`src/rtl/mode_sequencer_if.sv`:
```
// mode_sequencer_if: bundles the button, menu and mode-status signals of
// mode_sequencer so the controller and its consumers share one port.
//
//   btn_select, btn_back  synchronised raw centre/left buttons
//   menu_state            mode highlighted by the menu
//   mode_valid            per-mode enable mask (bit 0 ignored)
//   activity              any user input this cycle (idle-timeout build only)
//   machine_state         current mode, 0 = menu
//   mode_enter/exit/reject one-cycle event pulses
//   oled_blank, busy      display blanking window / transition in progress
//
// master: the side that drives the buttons and menu (board / bench).
// slave : the mode_sequencer itself.
interface mode_sequencer_if #(
  parameter int unsigned NUM_MODES = 11
);
  logic                 btn_select;
  logic                 btn_back;
  logic [3:0]           menu_state;
  logic [NUM_MODES-1:0] mode_valid;
  logic                 activity;
  logic [3:0]           machine_state;
  logic                 mode_enter;
  logic                 mode_exit;
  logic                 mode_reject;
  logic                 oled_blank;
  logic                 busy;

  modport master (
    output btn_select, btn_back, menu_state, mode_valid, activity,
    input  machine_state, mode_enter, mode_exit, mode_reject, oled_blank, busy
  );

  modport slave (
    input  btn_select, btn_back, menu_state, mode_valid, activity,
    output machine_state, mode_enter, mode_exit, mode_reject, oled_blank, busy
  );
endinterface

```
`src/rtl/mode_sequencer.sv`:
```
// mode_sequencer: application-mode controller. Debounces release of the
// select/back buttons, validates the requested mode, and sequences
// MENU -> ENTER_BLANK -> ACTIVE -> EXIT_BLANK -> MENU with an OLED blanking
// window around every mode change.
//
// Ports:
//   clock    system clock
//   reset_n  asynchronous active-low reset (deasserted synchronously inside)
//   bus      mode_sequencer_if.slave (buttons, menu, mask, status outputs)
//
// Optional build macro: MODE_TIMEOUT_EN -- when defined, ACTIVE is also left
// after IDLE_TIMEOUT cycles without activity or any button held.
module mode_sequencer #(
  parameter int unsigned DEBOUNCE_CYCLES = 6_250_000,
  parameter int unsigned BLANK_CYCLES    = 1_000_000,
  parameter int unsigned NUM_MODES       = 11,
  parameter int unsigned IDLE_TIMEOUT    = 500_000_000
) (
  input  logic            clock,
  input  logic            reset_n,
  mode_sequencer_if.slave bus
);

  // ---------------------------------------------------------------------
  // Reset: asserted asynchronously, released two clocks later in sync.
  // ---------------------------------------------------------------------
  logic [1:0] rst_sync_q;
  logic       rst_n_int;

  always_ff @(posedge clock or negedge reset_n) begin
    if (!reset_n) rst_sync_q <= '0;
    else          rst_sync_q <= {rst_sync_q[0], 1'b1};
  end

  assign rst_n_int = rst_sync_q[1];

  // ---------------------------------------------------------------------
  // Button trackers: index 0 = select, 1 = back.
  // ---------------------------------------------------------------------
  typedef enum logic [1:0] {
    BTN_IDLE,
    BTN_HELD,
    BTN_RELEASING
  } btn_state_e;

  btn_state_e  btn_state_q [2];
  btn_state_e  btn_state_d [2];
  logic [31:0] btn_cnt_q   [2];
  logic [31:0] btn_cnt_d   [2];
  logic [1:0]  btn_raw;
  logic [1:0]  fire;

  assign btn_raw = {bus.btn_back, bus.btn_select};

  // fire is asserted on the edge at which the released count reaches
  // DEBOUNCE_CYCLES-1; the count then returns to 0, so the stored value
  // never exceeds that limit and release-to-fire is DEBOUNCE_CYCLES clocks.
  always_comb begin
    for (int unsigned i = 0; i < 2; i++) begin
      btn_state_d[i] = btn_state_q[i];
      btn_cnt_d[i]   = btn_cnt_q[i];
      fire[i]        = 1'b0;
      unique case (btn_state_q[i])
        BTN_IDLE: begin
          if (btn_raw[i]) btn_state_d[i] = BTN_HELD;
        end
        BTN_HELD: begin
          if (!btn_raw[i]) begin
            btn_cnt_d[i] = '0;
            if (DEBOUNCE_CYCLES <= 1) begin
              fire[i]        = 1'b1;
              btn_state_d[i] = BTN_IDLE;
            end else begin
              btn_state_d[i] = BTN_RELEASING;
            end
          end
        end
        BTN_RELEASING: begin
          if (btn_raw[i]) begin
            btn_state_d[i] = BTN_HELD;
            btn_cnt_d[i]   = '0;
          end else if (btn_cnt_q[i] + 32'd1 == 32'(DEBOUNCE_CYCLES - 1)) begin
            fire[i]        = 1'b1;
            btn_state_d[i] = BTN_IDLE;
            btn_cnt_d[i]   = '0;
          end else begin
            btn_cnt_d[i] = btn_cnt_q[i] + 32'd1;
          end
        end
        default: begin
          btn_state_d[i] = BTN_IDLE;
          btn_cnt_d[i]   = '0;
        end
      endcase
    end
  end

  // ---------------------------------------------------------------------
  // Requested-mode validity: non-zero, in range, and enabled in the mask.
  // ---------------------------------------------------------------------
  logic sel_ok;

  always_comb begin
    sel_ok = 1'b0;
    for (int unsigned m = 1; m < NUM_MODES; m++) begin
      if (bus.menu_state == 4'(m) && bus.mode_valid[m]) sel_ok = 1'b1;
    end
  end

  // ---------------------------------------------------------------------
  // Main FSM with registered outputs.
  // ---------------------------------------------------------------------
  typedef enum logic [1:0] {
    ST_MENU,
    ST_ENTER_BLANK,
    ST_ACTIVE,
    ST_EXIT_BLANK
  } state_e;

  state_e      state_q, state_d;
  logic [3:0]  machine_state_q, machine_state_d;
  logic        mode_enter_q, mode_enter_d;
  logic        mode_exit_q, mode_exit_d;
  logic        mode_reject_q, mode_reject_d;
  logic        oled_blank_q, oled_blank_d;
  logic        busy_q, busy_d;
  logic [31:0] blank_cnt_q, blank_cnt_d;
  logic        do_exit;
`ifdef MODE_TIMEOUT_EN
  logic [31:0] idle_cnt_q, idle_cnt_d;
`endif

  always_comb begin
    state_d         = state_q;
    machine_state_d = machine_state_q;
    mode_enter_d    = 1'b0;
    mode_exit_d     = 1'b0;
    mode_reject_d   = 1'b0;
    oled_blank_d    = oled_blank_q;
    busy_d          = busy_q;
    blank_cnt_d     = blank_cnt_q;
    do_exit         = 1'b0;
`ifdef MODE_TIMEOUT_EN
    idle_cnt_d      = idle_cnt_q;
`endif

    unique case (state_q)
      ST_MENU: begin
        if (fire[0]) begin
          if (sel_ok) begin
            machine_state_d = bus.menu_state;
            mode_enter_d    = 1'b1;
            oled_blank_d    = 1'b1;
            busy_d          = 1'b1;
            blank_cnt_d     = '0;
            state_d         = ST_ENTER_BLANK;
          end else begin
            mode_reject_d = 1'b1;
          end
        end
      end
      ST_ENTER_BLANK, ST_EXIT_BLANK: begin
        if (blank_cnt_q == 32'(BLANK_CYCLES - 1)) begin
          oled_blank_d = 1'b0;
          busy_d       = 1'b0;
          blank_cnt_d  = '0;
          state_d      = (state_q == ST_ENTER_BLANK) ? ST_ACTIVE : ST_MENU;
`ifdef MODE_TIMEOUT_EN
          idle_cnt_d   = '0;
`endif
        end else begin
          blank_cnt_d = blank_cnt_q + 32'd1;
        end
      end
      ST_ACTIVE: begin
        if (fire[1]) begin
          do_exit = 1'b1;
        end
`ifdef MODE_TIMEOUT_EN
        else if (bus.activity || bus.btn_select || bus.btn_back) begin
          idle_cnt_d = '0;
        end else if (idle_cnt_q == 32'(IDLE_TIMEOUT - 1)) begin
          do_exit = 1'b1;
        end else begin
          idle_cnt_d = idle_cnt_q + 32'd1;
        end
`endif
      end
      default: state_d = ST_MENU;
    endcase

    if (do_exit) begin
      machine_state_d = '0;
      mode_exit_d     = 1'b1;
      oled_blank_d    = 1'b1;
      busy_d          = 1'b1;
      blank_cnt_d     = '0;
      state_d         = ST_EXIT_BLANK;
    end
  end

  always_ff @(posedge clock or negedge rst_n_int) begin
    if (!rst_n_int) begin
      for (int unsigned i = 0; i < 2; i++) begin
        btn_state_q[i] <= BTN_IDLE;
        btn_cnt_q[i]   <= '0;
      end
      state_q         <= ST_MENU;
      machine_state_q <= '0;
      mode_enter_q    <= 1'b0;
      mode_exit_q     <= 1'b0;
      mode_reject_q   <= 1'b0;
      oled_blank_q    <= 1'b0;
      busy_q          <= 1'b0;
      blank_cnt_q     <= '0;
`ifdef MODE_TIMEOUT_EN
      idle_cnt_q      <= '0;
`endif
    end else begin
      for (int unsigned i = 0; i < 2; i++) begin
        btn_state_q[i] <= btn_state_d[i];
        btn_cnt_q[i]   <= btn_cnt_d[i];
      end
      state_q         <= state_d;
      machine_state_q <= machine_state_d;
      mode_enter_q    <= mode_enter_d;
      mode_exit_q     <= mode_exit_d;
      mode_reject_q   <= mode_reject_d;
      oled_blank_q    <= oled_blank_d;
      busy_q          <= busy_d;
      blank_cnt_q     <= blank_cnt_d;
`ifdef MODE_TIMEOUT_EN
      idle_cnt_q      <= idle_cnt_d;
`endif
    end
  end

  assign bus.machine_state = machine_state_q;
  assign bus.mode_enter    = mode_enter_q;
  assign bus.mode_exit     = mode_exit_q;
  assign bus.mode_reject   = mode_reject_q;
  assign bus.oled_blank    = oled_blank_q;
  assign bus.busy          = busy_q;

  // Mask bit 0 has no meaning; activity only matters in the timeout build.
  logic unused_inputs;
  assign unused_inputs = ^{bus.activity, bus.mode_valid[0]};

endmodule

```
`src/flat_wrapper.sv`:
```
// flat-port wrapper written by rule: the top's interface ports become plain ports
module mode_sequencer_flat 
#(
  parameter int unsigned DEBOUNCE_CYCLES = 6_250_000,
  parameter int unsigned BLANK_CYCLES    = 1_000_000,
  parameter int unsigned NUM_MODES       = 11,
  parameter int unsigned IDLE_TIMEOUT    = 500_000_000
)
  (clock, reset_n, bus_btn_select, bus_btn_back, bus_menu_state, bus_mode_valid, bus_activity, bus_machine_state, bus_mode_enter, bus_mode_exit, bus_mode_reject, bus_oled_blank, bus_busy);
  mode_sequencer_if #(.NUM_MODES(NUM_MODES)) bus_i ();
  input  logic clock;
  input  logic reset_n;
  input wire logic [$bits(bus_i.btn_select)-1:0] bus_btn_select;
  input wire logic [$bits(bus_i.btn_back)-1:0] bus_btn_back;
  input wire logic [$bits(bus_i.menu_state)-1:0] bus_menu_state;
  input wire logic [$bits(bus_i.mode_valid)-1:0] bus_mode_valid;
  input wire logic [$bits(bus_i.activity)-1:0] bus_activity;
  output wire logic [$bits(bus_i.machine_state)-1:0] bus_machine_state;
  output wire logic [$bits(bus_i.mode_enter)-1:0] bus_mode_enter;
  output wire logic [$bits(bus_i.mode_exit)-1:0] bus_mode_exit;
  output wire logic [$bits(bus_i.mode_reject)-1:0] bus_mode_reject;
  output wire logic [$bits(bus_i.oled_blank)-1:0] bus_oled_blank;
  output wire logic [$bits(bus_i.busy)-1:0] bus_busy;
  assign bus_i.btn_select = bus_btn_select;
  assign bus_i.btn_back = bus_btn_back;
  assign bus_i.menu_state = bus_menu_state;
  assign bus_i.mode_valid = bus_mode_valid;
  assign bus_i.activity = bus_activity;
  assign bus_machine_state = bus_i.machine_state;
  assign bus_mode_enter = bus_i.mode_enter;
  assign bus_mode_exit = bus_i.mode_exit;
  assign bus_mode_reject = bus_i.mode_reject;
  assign bus_oled_blank = bus_i.oled_blank;
  assign bus_busy = bus_i.busy;
  mode_sequencer #(.DEBOUNCE_CYCLES(DEBOUNCE_CYCLES), .BLANK_CYCLES(BLANK_CYCLES), .NUM_MODES(NUM_MODES), .IDLE_TIMEOUT(IDLE_TIMEOUT)) u_core (.clock(clock), .reset_n(reset_n), .bus(bus_i));
endmodule
```
`config.mk`:
```
export PLATFORM = sky130hd
export DESIGN_NAME = mode_sequencer_flat
export DESIGN_NICKNAME = d
export VERILOG_FILES = /design/src/rtl/mode_sequencer_if.sv /design/src/rtl/mode_sequencer.sv /design/src/flat_wrapper.sv
export SDC_FILE = /design/constraint.sdc
export NUM_CORES = 1
export LEC_CHECK = 0
export BUFFER_PORTS_ARGS = -buffer_cell sky130_fd_sc_hd__buf_2
export CAP_MARGIN = 20
export CORE_MARGIN = 4
export CORE_UTILIZATION = 40
export CTS_BUF_LIST = sky130_fd_sc_hd__clkbuf_16
export DETAILED_ROUTE_END_ITERATION = 8
export SLEW_MARGIN = 10
export SYNTH_ARGS = -nofsm -noshare
export SYNTH_HDL_FRONTEND = slang
export SYNTH_SLANG_ARGS = --single-unit
```
`constraint.sdc`:
```
create_clock -name clock -period 4 [get_ports clock]
set_input_delay 0.8 -clock clock [delete_from_list [all_inputs] [get_ports clock]]
set_output_delay 0.8 -clock clock [all_outputs]
set_load 0.02 [all_outputs]
```
==> results.txt <==
Run status -> finished clean
Reg2reg end -> u_core.blank_cnt_q[29]
CP Launch Point -> u_core.btn_cnt_q[0]
Die width -> 147 um
Worst-Skew Late Latency -> 0.37 ns
Power density cells -> 270 mW/mm^2
Worst Path Arrival -> 3.91 ns
Seq/Total Area, Yosys -> 36.0%
FF+latch count, synth -> 111
Skew final -> 0.0178 ns
Antenna-violating nets left -> 0
Worst hold path type -> input port to async pin
CTS resizes -> 0
CTS clock-pin slew for the worst setup and hold paths -> 0.09 ns
Port bufs -> 26
Root Buffer -> clkbuf_16
Commonest non-fill, non-tap cell in the layout -> dfrtp_1
Critical path startpoint category -> register
Largest net degree at the start of global routing -> 69
Worst Path Required -> 4.26 ns
Worst Max-Slew Pin Slew -> 0.930 ns
DR iter-0 viols -> 467
Final min period -> 3.65 ns
Vias per std cell -> 6.01
Post-cts hold buffer count -> 0
Ant diodes -> 0
Setup TNS -> 0 ns
Yosys warns -> 0
Number of setup buffers added after CTS -> 0
Synthesized cell area -> 0.00771 mm^2
Leakage power -> 0.00362 uW
Critical Path Fanout Max -> 33
Syn Nets -> 942
Row Count -> 50
Post-synth EDFFs -> 0
Reg-to-reg setup timing slack -> 0.35 ns
Maximum vdd drop -> 0.000196 V
Fmax -> 274 MHz
Slew Viols, Final -> 0
Gp weighted congestion -> 0.895
CP Class -> register to register
Global route total overflow -> 0
Most used DFF post-synth -> dfrtp_1
Drt wl/cell -> 17.4 um
I/O Pins -> 29
Final period util -> 91.1%
Clk sink count -> 111
Reg2Reg Depth -> 9
RR Startpoint -> u_core.btn_cnt_q[0]
Core Region -> 0.0188 mm^2
Wirelength, routed -> 20.6 mm
TritonCTS clock tree -> yes
Area grow syn2layout -> 8.89%
Final Hold Vio Count -> 0
Max clock buf depth -> 2
FFs w/ async S/R, synth -> 100%
H-tree depth -> 3
Slew headroom -> 38.0%
CTS Buf Count -> 9
1st-pass router iterations -> 5
Routed vias -> 7113
Filler instances -> 1864
Yosys cell types -> 72
Unrepaired setup endpoints after global routing -> false
Starting Density -> 40.9%
Die H -> 147 um
Syn_area_per_cell -> 8.41 um^2
Die Area -> 0.0216 mm^2
Most frequent cells in the layout -> dfrtp_1, nand2_1, nand3_1
Antenna violations before repair -> 0
Placed insts -> 1167
Total GRT Usage -> 19.3%
Non-filler cells, final -> 1183
Setup crit end -> u_core.blank_cnt_q[29]
Final Setup Violations -> 0
Cells after synthesis -> 917
DRC -> 0
Share of layout cells above drive strength 1 -> 11.2%
Total design power -> 2270 uW
Vias in the first global route -> 6424
Max Cap Viol -> 0
DP Wirelength -> 14.3 mm
NumNets Final -> 943
CP endpoint kind -> register
First-pass GRT wire length -> 34.4 mm
==> routing by layer <==
| layer | up-vias | routed length (um) | GRT usage (%) |
|---|---|---|---|
| met4 | 0 | 226 | 3.76 |
| met2 | 162 | 9430 | 29.9 |
| met3 | 16 | 1010 | 3.36 |
| li1 | 3514 | - | - |
| met1 | 3421 | 9920 | 28.5 |
| met5 | - | 0 | 0 |
==> state kept, by name, indices dropped and copies added (netlist names) <==
register / flops
u_core.btn_cnt_q: 64
u_core.bus.mode_reject: 1
u_core.btn_state_q: 4
u_core.rst_sync_q: 2
u_core.state_q: 1
u_core.bus.mode_exit: 1
u_core.bus.machine_state: 4
u_core.bus.oled_blank: 1
u_core.blank_cnt_q: 32
u_core.bus.mode_enter: 1
==> Yosys cell counts (12+ instances only) <==
cell type / instances / area (um^2)
clkbuf_1: 38 / 143
and3_1: 32 / 200
or3_1: 12 / 75.1
o311ai_0: 13 / 114
nand2_1: 107 / 402
nor3_1: 38 / 190
nor2_1: 62 / 233
inv_1: 20 / 75.1
a21o_1: 12 / 90.1
a211o_1: 22 / 193
a21oi_1: 18 / 90.1
or4_1: 15 / 113
nand3_1: 82 / 410
buf_2: 13 / 65.1
mux2i_1: 17 / 170
nor4_1: 26 / 163
a31oi_1: 14 / 87.6
and2_1: 12 / 75.1
nand4_1: 39 / 244
o21ai_0: 24 / 120
dfrtp_1: 111 / 2780
==> logic make-up (layout without fill, tap and decap cells) <==
family / count (synthesis) / after routing / share of synthesized area (%)
mux: 25 / 25 / 3.67
xor+xnor: 11 / 11 / 1.25
simple gates: 502 / 502 / 35.7
other cells: 1 / 1 / 0.0486
flops: 111 / 111 / 36.0
fa+ha+maj: 5 / 5 / 0.811
buf+inv: 80 / 86 / 4.59
compound gates: 182 / 182 / 17.9
==> final cells by class <==
| class | count | area (um^2) | share of cell area (%) |
|---|---|---|---|
| clock inverters | 7 | 91.3 | 1.09 |
| repair buffers | 50 | 310 | 3.70 |
| flip-flops and latches | 111 | 2780 | 33.1 |
| multi-input cells | 726 | 4590 | 54.6 |
| inverters | 20 | 75.1 | 0.894 |
| well taps | 260 | 325 | 3.87 |
| clock buffers | 9 | 225 | 2.68 |
==> worst min-delay path by stage <==
stage | start | endpoint | slack, ns | depth (start not counted)
global placement | u_core.rst_sync_q[0] | u_core.rst_sync_q[1] | 0.34 | 0
CTS | reset_n | u_core.rst_sync_q[1] | 0.18 | 1
finish | reset_n | u_core.rst_sync_q[1] | 0.19 | 1
floorplan | u_core.rst_sync_q[0] | u_core.rst_sync_q[1] | 0.33 | 0
detailed placement | u_core.rst_sync_q[0] | u_core.rst_sync_q[1] | 0.34 | 0
global route | reset_n | u_core.rst_sync_q[1] | 0.17 | 1
==> where the power goes <==
| group | switching, uW | internal [uW] | total, uW |
|---|---|---|---|
| registers | 36.6 | 1130 | 1170 |
| logic | 87.1 | 46.9 | 134 |
| clock network | 512 | 456 | 968 |
| total | 636 | 1630 | 2270 |
==> worst max-delay path, cell delays in order, from the launching register on <==
cell and delay, ns:
dfrtp_1 0.45, ha_1 0.32, nand3_1 0.21, or4_1 0.63
o31ai_1 0.45, nand3_1 0.14, nor4_2 0.26, nand4_2 0.25
o211a_4 0.44, a221o_1 0.39
==> through the flow <==
step / setup slack [ns] / utilization, % / cell area, um^2 / hold slack [ns]
after floorplan: 0.679 / - / 7710 / 0.331
after global placement: 0.402 / 42.9 / 8080 / 0.343
after detailed placement: 0.392 / 42.9 / 8080 / 0.336
after CTS: 0.392 / 44.6 / 8400 / 0.176
after global routing: 0.121 / 44.6 / 8400 / 0.170
final: 0.355 / 44.6 / 8400 / 0.186
Note: power is estimated with default switching activity, not from simulation.
